<file path="src/rtl/fft_pkg.sv">
// Purpose: shared types and constants for the radix-2 DIT FFT stage sequencer.
// Contents: FFT size constants, address/twiddle index types, sequencer state encoding.
package fft_pkg;

  localparam int unsigned FFT_N_LOG2 = 8;
  localparam int unsigned FFT_N      = 1 << FFT_N_LOG2;
  localparam int unsigned STAGE_W    = 4;
  localparam int unsigned DRAIN_W    = 4;

  typedef logic [FFT_N_LOG2-1:0] fft_addr_t;
  typedef logic [FFT_N_LOG2-2:0] tw_idx_t;

  typedef enum logic [2:0] {
    IDLE  = 3'd0,
    CLEAR = 3'd1,
    RUN   = 3'd2,
    DRAIN = 3'd3,
    DONE  = 3'd4
  } seq_state_t;

endpackage

</file>
<file path="src/rtl/fft_addr_gen.sv">
// Purpose: combinational map from (stage, butterfly index j) to operand
//          addresses and twiddle ROM index for an in-place radix-2 DIT FFT.
// Ports:
//   stage    in   current stage, 0..N_LOG2-1
//   j        in   butterfly index within the stage, 0..N/2-1
//   addr_a   out  top operand address
//   addr_b   out  bottom operand address (addr_a | 2^stage)
//   tw_index out  twiddle ROM index, (j mod 2^stage) << (N_LOG2-1-stage)
module fft_addr_gen
  import fft_pkg::*;
#(
  parameter int unsigned N_LOG2 = FFT_N_LOG2
) (
  input  logic [STAGE_W-1:0] stage,
  input  logic [N_LOG2-2:0]  j,
  output logic [N_LOG2-1:0]  addr_a,
  output logic [N_LOG2-1:0]  addr_b,
  output logic [N_LOG2-2:0]  tw_index
);

  localparam int unsigned A_W = N_LOG2;

  logic [A_W-1:0]     j_w;
  logic [A_W-1:0]     h;
  logic [A_W-1:0]     k;
  logic [A_W-1:0]     hi;
  logic [STAGE_W-1:0] tw_sh;

  // Insert a zero bit at position 'stage' of j to form addr_a; set it for addr_b.
  always_comb begin
    j_w      = A_W'(j);
    h        = A_W'(1) << stage;
    k        = j_w & (h - A_W'(1));
    hi       = (j_w >> stage) << (stage + STAGE_W'(1));
    addr_a   = hi | k;
    addr_b   = addr_a | h;
    tw_sh    = STAGE_W'(N_LOG2 - 1) - stage;
    tw_index = (N_LOG2 - 1)'(k << tw_sh);
  end

endmodule

</file>
<file path="src/rtl/fft_stage_sequencer.sv">
// Purpose: stage/butterfly sequencer for an in-place radix-2 DIT FFT. Walks every
//          stage, issues butterfly operand addresses with a valid/ready handshake,
//          controls the twiddle-index counter and drains the butterfly pipeline
//          between stages.
// Ports:
//   clk, rst              clock, asynchronous active-high reset
//   start                 begin a transform (IDLE only)
//   abort                 synchronous cancel in any non-IDLE state
//   bfly_ready            datapath accepts the presented butterfly
//   bfly_valid            addr_a/addr_b/tw_index valid
//   addr_a, addr_b        operand addresses
//   tw_index              reference twiddle ROM index
//   stage_count           current stage to the twiddle-index counter
//   k_enable              twiddle counter advance (bfly_valid & bfly_ready)
//   k_clear               twiddle counter clear
//   busy                  high outside IDLE
//   done                  one-cycle completion pulse
module fft_stage_sequencer
  import fft_pkg::*;
#(
  parameter int unsigned N_LOG2     = FFT_N_LOG2,
  parameter int unsigned PIPE_DEPTH = 4
) (
  input  logic                 clk,
  input  logic                 rst,
  input  logic                 start,
  input  logic                 abort,
  input  logic                 bfly_ready,
  output logic                 bfly_valid,
  output logic [N_LOG2-1:0]    addr_a,
  output logic [N_LOG2-1:0]    addr_b,
  output logic [N_LOG2-2:0]    tw_index,
  output logic [STAGE_W-1:0]   stage_count,
  output logic                 k_enable,
  output logic                 k_clear,
  output logic                 busy,
  output logic                 done
);

  localparam int unsigned        J_W        = N_LOG2 - 1;
  localparam logic [J_W-1:0]     J_LAST     = {J_W{1'b1}};
  localparam logic [STAGE_W-1:0] STAGE_LAST = STAGE_W'(N_LOG2 - 1);
  localparam logic [DRAIN_W-1:0] DRAIN_INIT = DRAIN_W'(PIPE_DEPTH);

  seq_state_t           state, state_nxt;
  logic [J_W-1:0]       j, j_nxt;
  logic [STAGE_W-1:0]   stage, stage_nxt;
  logic [DRAIN_W-1:0]   drain_cnt, drain_nxt;
  logic                 xfer;
  logic [N_LOG2-1:0]    addr_a_nxt, addr_b_nxt;
  logic [N_LOG2-2:0]    tw_nxt;

  // Handshake: the only input-to-output path.
  assign xfer        = bfly_valid & bfly_ready;
  assign k_enable    = xfer;
  assign stage_count = stage;

  // Next-state and counter update.
  always_comb begin
    state_nxt = state;
    j_nxt     = j;
    stage_nxt = stage;
    drain_nxt = drain_cnt;
    case (state)
      IDLE: begin
        if (start) begin
          state_nxt = CLEAR;
          stage_nxt = '0;
          j_nxt     = '0;
        end
      end
      CLEAR: begin
        j_nxt     = '0;
        state_nxt = RUN;
      end
      RUN: begin
        if (xfer) begin
          if (j == J_LAST) begin
            j_nxt     = '0;
            drain_nxt = DRAIN_INIT;
            state_nxt = DRAIN;
          end else begin
            j_nxt = j + J_W'(1);
          end
        end
      end
      DRAIN: begin
        if (drain_cnt <= DRAIN_W'(1)) begin
          drain_nxt = '0;
          if (stage == STAGE_LAST) begin
            state_nxt = DONE;
          end else begin
            stage_nxt = stage + STAGE_W'(1);
            state_nxt = CLEAR;
          end
        end else begin
          drain_nxt = drain_cnt - DRAIN_W'(1);
        end
      end
      DONE: begin
        state_nxt = IDLE;
      end
      default: begin
        state_nxt = IDLE;
      end
    endcase
    // Abort overrides everything except IDLE, where start takes priority.
    if (abort && (state != IDLE)) begin
      state_nxt = IDLE;
      j_nxt     = '0;
      drain_nxt = '0;
    end
  end

  // Addresses for the butterfly that will be presented next cycle.
  fft_addr_gen #(
    .N_LOG2 (N_LOG2)
  ) u_addr_gen (
    .stage    (stage_nxt),
    .j        (j_nxt),
    .addr_a   (addr_a_nxt),
    .addr_b   (addr_b_nxt),
    .tw_index (tw_nxt)
  );

  // State register plus outputs registered from the next state, so each output
  // equals a decode of the current state register.
  always_ff @(posedge clk or posedge rst) begin
    if (rst) begin
      state      <= IDLE;
      j          <= '0;
      stage      <= '0;
      drain_cnt  <= '0;
      bfly_valid <= 1'b0;
      addr_a     <= '0;
      addr_b     <= '0;
      tw_index   <= '0;
      k_clear    <= 1'b1;
      busy       <= 1'b0;
      done       <= 1'b0;
    end else begin
      state      <= state_nxt;
      j          <= j_nxt;
      stage      <= stage_nxt;
      drain_cnt  <= drain_nxt;
      bfly_valid <= (state_nxt == RUN);
      addr_a     <= (state_nxt == RUN) ? addr_a_nxt : '0;
      addr_b     <= (state_nxt == RUN) ? addr_b_nxt : '0;
      tw_index   <= (state_nxt == RUN) ? tw_nxt : '0;
      k_clear    <= (state_nxt == IDLE) || (state_nxt == CLEAR);
      busy       <= (state_nxt != IDLE);
      done       <= (state_nxt == DONE);
    end
  end

endmodule

</file>
<file path="config.mk">
export PLATFORM = sky130hd
export DESIGN_NAME = fft_stage_sequencer
export DESIGN_NICKNAME = d
export VERILOG_FILES = /design/src/rtl/fft_pkg.sv /design/src/rtl/fft_addr_gen.sv /design/src/rtl/fft_stage_sequencer.sv
export SDC_FILE = /design/constraint.sdc
export NUM_CORES = 1
export LEC_CHECK = 0
export BUFFER_PORTS_ARGS = -buffer_cell sky130_fd_sc_hd__buf_2
export CAP_MARGIN = 40
export CORE_MARGIN = 2
export CORE_UTILIZATION = 32
export DETAILED_ROUTE_END_ITERATION = 12
export MAX_ROUTING_LAYER = met4
export PLACE_DENSITY = 0.59
export REMOVE_ABC_BUFFERS = 1
export SYNTH_ARGS = -nofsm -noshare
export SYNTH_HDL_FRONTEND = slang
export SYNTH_SLANG_ARGS = --single-unit
</file>
<file path="constraint.sdc">
create_clock -name clk -period 6.2 [get_ports clk]
set_input_delay 0 -clock clk [delete_from_list [all_inputs] [get_ports clk]]
set_output_delay 0 -clock clk [all_outputs]
set_load 0.005 [all_outputs]
</file>
==> out/qor.yml, run 1 <==
grt_antenna_before_repair: 0
synth_top_cell_by_area: "dfrtp_1"
synthArstFlopShare_pct: 100
maxSlewViolCount: 0
root_buffer: "clkbuf_8"
grt_pass1_wl_um: 12300
avgSynthCellArea_sq_um: 9.13
worst_pin_slew_ps: 868
die_width_um: 97.6
worstPathArrival_ps: 4170
ir_worst_vdd_mv: 0.104
cts_buffers: 5
drtPass1Iterations: 4
path_clk_slew_ps: 90
max_cap_viol_count: 0
hold_viol: 0
finalSetupTns_ps: 0
max_stage_delay_ps: 570
area_delta_synth_final_pct: 12.7
die_h_um: 97.6
rows: 34
initialDrtViolationCount: 122
ctsResizeCount: 0
synth_seq_area_share_pct: 40.2
placedCellCount: 435
final_common_cell: "dfrtp_1"
crit_type: "flip-flop to flip-flop"
antenna_cells: 0
detail-route-antenna-nets: 0
min_period_ps: 3930
grt_pass1_vias: 2473
instances_no_fill: 445
rsz0062_at_grt: "no"
yosys_warnings: 0
via_per_inst: 5.70
nets: 347
wl_per_cell_um: 16.3
dr_total_vias: 2536
cts_tree: "built"
layout_common_cells: "dfrtp_1, buf_2, a21oi_1"
max-clock-path-buffers: 2
worst_slack_ps: 2270
overflow: 0
grt_max_degree: 34
end_kind: "flip-flop"
start_util_pct: 32.6
startpoint_type: "flip-flop"
drive_gt1_share_pct: 19.9
slew-limit-headroom_pct: 41.6
synthTopCellsByArea: "dfrtp_1, a21oi_1, nand3_1"
clk_latency_ps: 300
cts-htree-levels: 2
cts.sinks: 45
drt_wl_total_um: 7260
crit_chain: "inv_1 -> ha_1 -> or2_2 -> a31oi_1 -> or3_1 -> inv_1 -> nor2_1 -> nand3_1 -> ha_1 -> inv_1 -> nand3_1 -> a21oi_1 -> o2111ai_1 -> nand3_1"
core_area_sq_um: 8590
p_leak_uw: 0.00139
hold_slack_ps: 190
seq_area_sq_um: 1130
critical_path.max_fanout: 19
pin_count: 37
dpl.hpwl_um: 5180
post-cts-setup-buffers: 0
fill_cells: 910
synth_top_area_share_pct: 39.3
path_buf_inv: 3
port_buffers: 36
yosys_register_bits: 45
powerDensity_nw_per_um2: 270
cp.required_ps: 6430
hp-class: "input port to async pin"
netlist_area_sq_um: 2800
holdBufCountCts: 2
total_power_uw: 853
track_usage_pct: 16.2
yosys.cell_types.count: 67
crit_slowest_cell: "or3_1"
ys.flop_type: "dfrtp_1"
globalplace.congestion: 0.993
multi_input_area_sq_um: 1540
synthCells: 307
crit_family: "simple AND/OR/NAND/NOR gates"
pre_cts_slack_ps: 2390
finalCritPeriodShare_pct: 63.4
setup-violations-final: 0
status: "finished, final reports clean"
synth_enable_flop_cells: 0
drc: 0
max_freq_ghz: 0.254
skew_ps: 7.55
die_area_sq_um: 9520
## final cells by class
type | instances | share of cell area (%)
clock buffer | 6 | 2.30
clock inverter | 2 | 0.317
inverter | 14 | 1.66
multi-input combinational | 231 | 48.8
sequential | 45 | 35.7
tap | 108 | 4.28
timing repair buffer | 39 | 6.97
## path summary, 6_finish.rpt
path	startpoint	end	slack (ps)	depth (start not counted)
min	rst	busy	190	3
min in group clk	start	j[5]	300	4
max reg2reg	drain_cnt[0]	tw_index[5]	2270	14
min reg2reg	drain_cnt[1]	drain_cnt[1]	550	2
max in group asynchronous	rst	tw_index[0]	5540	4
max	drain_cnt[0]	tw_index[5]	2270	14
## where the power goes
group / internal, uW / switching [uW] / leakage [uW] / total [uW]
logic: 111 / 207 / 0.000727 / 318
registers: 321 / 32.8 / 0.000620 / 354
clock network: 78.4 / 103 / 0.0000450 / 181
## tightest hold or removal path, stage by stage
cell	delay, ps
dlygate4sd3_1	530
buf_2	120
inv_2	240
## state kept, by name, indices dropped and copies added, names as in the netlist, 3 cells and up
register,cells
drain_cnt,4
addr_a,8
j,7
tw_index,7
addr_b,8
stage_count,4
state,3
## synth_stat cells (4+ instances only)
cell,count
o21ai_0,16
nor2_1,22
nand4_1,5
nor3_1,10
nand3_1,22
ha_1,6
o211ai_1,5
a31oi_1,5
nand2_1,22
a21oi_1,26
inv_1,13
nor4_1,4
or3_1,4
o31ai_1,4
clkbuf_1,8
dfrtp_1,44
buf_2,8
## per-layer routing
layer	track usage, %	part of all wire [%]	routed length [um]
met3	2.88	5.2	374
met1	20.9	43	3100
met2	25.9	50	3650
met5	-	0	0
met4	4.91	1.9	141
## through the flow
stage                     utilization (%)  instance area (sq um)
final                                36.8                   3160
after global routing                 36.8                   3160
after CTS                            36.8                   3160
after detailed placement             35.6                   3060
after global placement               35.3                   3040
after floorplan                         -                   2720
## cell families (layout without fill, tap and decap cells)
| group | count (synthesis) | count (layout) | share of synthesized area [%] |
|---|---|---|---|
| AOI/OAI and AO/OA | 93 | 93 | 24.0 |
| xor gates and xnor gates | 2 | 2 | 0.625 |
| adders and majority gates | 6 | 6 | 2.68 |
| buffers and inverters | 31 | 61 | 4.78 |
| DFF | 45 | 45 | 40.2 |
| muxes | 7 | 7 | 3.08 |
| and+or+nand+nor | 123 | 123 | 24.6 |
No activity file was read; power rests on OpenSTA's default activity.
==> run 2, diff against run 1 <==
clock period = 4 ns   (was 6.2 ns; I/O delays follow)
==> run 2 against run 1 <==
Effect of this change: hold slack gained 75 ps; via count grew 0.83%; largest power group unchanged; routed wire length grew 1.1%; maximum frequency rose by 16%; highest routed layer unchanged; first-iteration DRC count shrank 7.4%; die area is the same; worst setup slack lost 1700 ps; sequential power increased by 55%; non-clock buffer count increased by 7; cell area grew 1.7%.
==> out/qor.yml, run 2 (synthesis gave the netlist of run 1 again) <==
status: "finished, final reports clean"
max_cap_viol_count: 0  # unchanged
max-clock-path-buffers: 2  # unchanged
worst_pin_slew_ps: 671  # -197 ps
crit_chain: "or4b_1 -> nand2_1 -> mux2_2 -> inv_1 -> nor2_1 -> nand3_1 -> ha_1 -> inv_1 -> nor2_1 -> a221oi_1 -> a31oi_1"
postLayoutCellArea_sq_um: 3210  # +1.7%
max_stage_delay_ps: 660  # +90 ps
slew-limit-headroom_pct: 55.3  # +14 points
critical_path.max_fanout: 15  # -4
drt_wl_total_um: 7350  # +1.1%
nets: 354  # +2.0%
crit_slowest_cell: "or4b_1"
cts_tree: "built"
seq_power_share_pct: 40.9  # -0.6 points
finalCritPeriodShare_pct: 84.9  # +21 points
cp.required_ps: 4170  # -2260 ps
end_kind: "flip-flop"
rows: 34  # unchanged
layout_common_cells: "dfrtp_1, buf_2, a21oi_1"
swShare_pct: 40.0  # -0.19 points
dpl.hpwl_um: 5200  # +0.41%
clk_latency_ps: 290  # about the same
combPwrFrac_pct: 38.7  # +1.4 points
pin_count: 37  # unchanged
rr_worst_depth: 11  # -3
startpoint_type: "flip-flop"
p_int_uw: 806  # +58%
track_usage_pct: 16.5  # +0.39 points
rsz0062_at_grt: "no"
drc: 0  # unchanged
post-cts-setup-buffers: 0  # unchanged
powerDensity_nw_per_um2: 418  # +55%
hp-class: "input port to async pin"
cts_buffers: 5  # unchanged
globalplace.congestion: 0.920  # -7.3%
max_freq_ghz: 0.294  # +16%
worstPathArrival_ps: 3560  # -610 ps
clockPowerShare_pct: 20.4  # -0.9 points
maxSlewViolCount: 0  # unchanged
cts.sinks: 45  # unchanged
core_area_sq_um: 8590  # unchanged
drive_gt1_share_pct: 21.5  # +1.6 points
area_delta_synth_final_pct: 14.6
path_buf_inv: 2  # -1
setup-violations-final: 0  # unchanged
dr_total_vias: 2557  # +0.83%
dpl_cell_area_sq_um: 3110  # +1.7%
die_area_sq_um: 9520  # unchanged
root_buffer: "clkbuf_8"
p_sw_uw: 537  # +57%
die_width_um: 97.6  # unchanged
top_regs: "addr_a x8, addr_b x8"
wl_per_cell_um: 16.3  # -0.42%
die_h_um: 97.6  # unchanged
path_clk_slew_ps: 80  # about the same
critical_path_depth: 11  # -3
port_buffers: 36  # unchanged
min_period_ps: 3400  # -537 ps
overflow: 0  # unchanged
crit_type: "flip-flop to flip-flop"
cts-htree-levels: 2  # unchanged
detail-route-antenna-nets: 0  # unchanged
hold_viol: 0  # unchanged
via_per_inst: 5.66  # -0.73%
antenna_cells: 0  # unchanged
grt_pass1_wl_um: 12800  # +3.5%
skew_ps: 9.45  # +1.90 ps
crit_family: "simple AND/OR/NAND/NOR gates"
ir_worst_vdd_mv: 0.192  # +85%
grt_antenna_before_repair: 0  # unchanged
p_leak_uw: 0.00143  # +2.4%
finalSetupTns_ps: 0  # unchanged
start_util_pct: 32.6  # unchanged
initialDrtViolationCount: 113  # -7.4%
final_common_cell: "dfrtp_1"
grt_max_degree: 26  # -24%
drtPass1Iterations: 4  # unchanged
grt_pass1_vias: 2566  # +3.8%
-- run 2: cell types whose count changed in the layout (fill, tap and decap cells not counted), sizes merged --
cell and delta:
buf +7
-- run 2: stage by stage --
| stage | setup WS [ps] | total power [uW] | utilization, % | hold WS (ps) | cells |
|---|---|---|---|---|---|
| 2_1_floorplan | 788 | 907 | - | 73.4 | 290 |
| 3_3_place_gp | 652 | 1060 | 35.9 | 258 | 441 |
| 3_5_place_dp | 676 | 1070 | 36.2 | 50.3 | 442 |
| 4_1_cts | 640 | 1350 | 37.4 | 283 | 452 |
| 5_1_grt | 227 | 1450 | 37.4 | 307 | 452 |
| 6_report | 603 | 1340 | 37.4 | 265 | 452 |
-- run 2: layout make-up --
class / count / area, sq um
clock buffers: 6 / 72.6
clock inverters: 2 / 10.0
fillers: 928 / 5380
inverters: 14 / 52.6
multi-input cells: 231 / 1540
flip-flops and latches: 45 / 1130
well taps: 108 / 135
repair buffers: 46 / 273
-- run 2: worst min-delay path: cells and delay by family --
kind | cells | cell delay [ps]
buffers and inverters | 3 | 990
-- run 2: path summary, 6_finish.rpt --
check / slack, ps / from / to
max in group asynchronous: 3250 / rst / addr_a[0]
min: 270 / rst / busy
max reg2reg: 600 / state[0] / addr_b[6]
max: 600 / state[0] / addr_b[6]
min in group clk: 330 / start / j[5]
min reg2reg: 550 / drain_cnt[1] / drain_cnt[1]
-- run 2: timing repair --
item                                   in CTS  in global routing
gates resized for setup                     0                  0
hold buffers                                2                  0
endpoints found under the hold margin      21                  0
-- run 2: metal layers --
layer | vias to the layer above | wire length [um] | GRT usage, %
li1 | 1233 | - | -
met1 | 1238 | 3240 | 22.5
met2 | 72 | 3530 | 25.7
met3 | 14 | 424 | 2.45
met4 | 0 | 147 | 5.02
met5 | - | 0 | -
-- run 2: power by group through the flow --
stage / clock network (uW) / logic, uW / registers (uW)
global placement: 0 / 505 / 556
floorplan: 0 / 356 / 551
CTS: 287 / 516 / 550
global route: 303 / 582 / 562
detailed placement: 0 / 512 / 559
finish: 274 / 520 / 550
==> run 3, diff against run 2 <==
PLACE_DENSITY = 0.61   (was 0.59)
clock period = 3 ns   (was 4 ns; I/O delays follow)
==> run 3 against run 2 <==
Effect of this change: maximum frequency rose by 19%; critical path depth rose by 1; core utilization rose by 2.6 points; hold slack improved by 3.4 ps; non-clock buffer count rose by 24; register-to-register slack got worse by 470 ps; sequential share of layout area fell by 2.3 points; final cell count rose by 5.3%; critical endpoint is now addr_b[1]; combinational power rose by 57%.
==> out/qor.yml, run 3 (synthesis gave the netlist of run 1 again) <==
max_freq_ghz: 0.349  # +19%
drtPass1Iterations: 4  # unchanged
clk_latency_ps: 300  # about the same
die_width_um: 97.6  # unchanged
die_h_um: 97.6  # unchanged
status: "finished, final reports clean"
startpoint_type: "flip-flop"
dpl_cell_area_sq_um: 3290  # +5.8%
drt_wl_total_um: 7570  # +3.1%
hp-class: "input port to async pin"
detail-route-antenna-nets: 0  # unchanged
nets: 378  # +6.8%
crit-reg2reg-launch: "drain_cnt[0]"
drc: 0  # unchanged
dr_total_vias: 2673  # +4.5%
maxSlewViolCount: 0  # unchanged
antenna_cells: 0  # unchanged
min_period_ps: 2860  # -535 ps
area_delta_synth_final_pct: 22.5
cts_buffers: 5  # unchanged
die_area_sq_um: 9520  # unchanged
final_common_cell: "dfrtp_1"
crit_type: "flip-flop to flip-flop"
skew_ps: 10.1  # +0.696 ps
ir_worst_vdd_mv: 0.184  # -4.6%
root_buffer: "clkbuf_8"
grt_pass1_wl_um: 12800  # +0.59%
rr_worst_depth: 12  # +1
drive_gt1_share_pct: 28.3  # +6.7 points
p_leak_uw: 0.00156  # +9.2%
wl_per_cell_um: 15.9  # -2.1%
critical_path_depth: 12  # +1
worst_slack_ps: 138  # -465 ps
start_util_pct: 32.6  # unchanged
cts.sinks: 45  # unchanged
via_per_inst: 5.62  # -0.73%
fill_cells: 886  # -4.5%
crit_chain: "inv_1 -> ha_1 -> or2_2 -> a31oi_1 -> or3_1 -> inv_1 -> buf_4 -> ha_1 -> buf_4 -> nor3_1 -> a21boi_1 -> a21oi_1"
cts_tree: "built"
crit_slowest_cell: "dfrtp_1"
dpl.hpwl_um: 5670  # +9.0%
cp.required_ps: 3220  # -950 ps
rsz0062_at_grt: "yes"
worst_pin_slew_ps: 652  # -18.9 ps
postLayoutCellArea_sq_um: 3430  # +6.9%
r2r-end: "addr_b[1]"
path_clk_slew_ps: 90  # about the same
grt_max_degree: 25  # -3.8%
cts-htree-levels: 2  # unchanged
pre_cts_slack_ps: 90.0  # -586 ps
rrSetupSlack_ps: 140  # -470 ps
worstPathArrival_ps: 3080  # -480 ps
overflow: 0  # unchanged
core_area_sq_um: 8590  # unchanged
layout_common_cells: "dfrtp_1, buf_2, buf_4, a21oi_1"
pin_count: 37  # unchanged
slew-limit-headroom_pct: 56.5  # +1.3 points
powerDensity_nw_per_um2: 565  # +35%
end_kind: "flip-flop"
track_usage_pct: 17.1  # +0.53 points
max_stage_delay_ps: 390  # -270 ps
port_buffers: 36  # unchanged
max-clock-path-buffers: 2  # unchanged
globalplace.congestion: 0.882  # -4.1%
crit_family: "simple AND/OR/NAND/NOR gates"
grt_antenna_before_repair: 0  # unchanged
path_buf_inv: 4  # +2
grt_pass1_vias: 2574  # +0.31%
initialDrtViolationCount: 132  # +17%
top_regs: "addr_a x8, addr_b x8"
rows: 34  # unchanged
critical_path.max_fanout: 13  # -2
hold_viol: 0  # unchanged
setup-violations-final: 0  # unchanged
max_cap_viol_count: 0  # unchanged
finalCritPeriodShare_pct: 95.4  # +10 points
## run 3: changes by cell type in the layout (fill, tap and decap cells not counted), sizes merged
cell	previous run	this run
buf	44	68
clkbuf	6	7
clkinv	2	1
## run 3: final cells by class
cell class	count	area [sq um]	area share [%]
Multi-Input combinational cell	231	1560	45.3
Inverter	14	52.6	1.53
Timing Repair Buffer	70	460	13.4
Clock buffer	7	96.3	2.81
Tap cell	108	135	3.94
Clock inverter	1	5.00	0.146
Sequential cell	45	1130	32.8
## run 3: routing by layer
metal / up-vias / GRT usage, % / wire [um]
li1: 1274 / - / -
met1: 1288 / 21.8 / 3300
met2: 93 / 26.9 / 3670
met3: 18 / 3.02 / 368
met4: 0 / 6.84 / 229
met5: - / - / 0
## run 3: how the worst max path moves through the flow
| stage | slack [ps] | endpoint | start |
|---|---|---|---|
| 6_report | 140 | addr_b[1] | drain_cnt[0] |
| 5_1_grt | -30 | addr_b[7] | drain_cnt[0] |
| 3_5_place_dp | 90 | addr_b[1] | drain_cnt[0] |
| 4_1_cts | 70 | addr_b[1] | drain_cnt[0] |
| 2_1_floorplan | -210 | addr_b[6] | drain_cnt[0] |
| 3_3_place_gp | 100 | addr_b[1] | drain_cnt[0] |
## run 3: tightest hold or removal path, cell delays in order
cell           delay, ps
dlygate4sd3_1        530
buf_2                120
inv_2                370
## run 3: report_power, final
group / internal, uW / switching [uW]
Combinational: 326 / 487
Clock: 208 / 209
Sequential: 664 / 44.3
Total: 1200 / 741
## run 3: stage by stage
stage                     hold WS, ps  TNS [ps]  cells  util (%)  power [uW]
after floorplan                  73.4     -1090    290         -        1210
final                             269         0    476      39.9        1940
after detailed placement         68.6         0    465      38.3        1500
after global placement            263         0    464      37.9        1500
after CTS                         290         0    475      39.7        1930
after global routing              316     -73.0    476      39.9        2080
## run 3: repair_timing
| item | 4_1_cts | 5_1_grt |
|---|---|---|
| setup endpoints to repair | 0 | 10 |
| hold buffers | 2 | 0 |
| setup buffers | 0 | 1 |
| hold endpoints to repair | 22 | 0 |
| resized for setup | 0 | 5 |
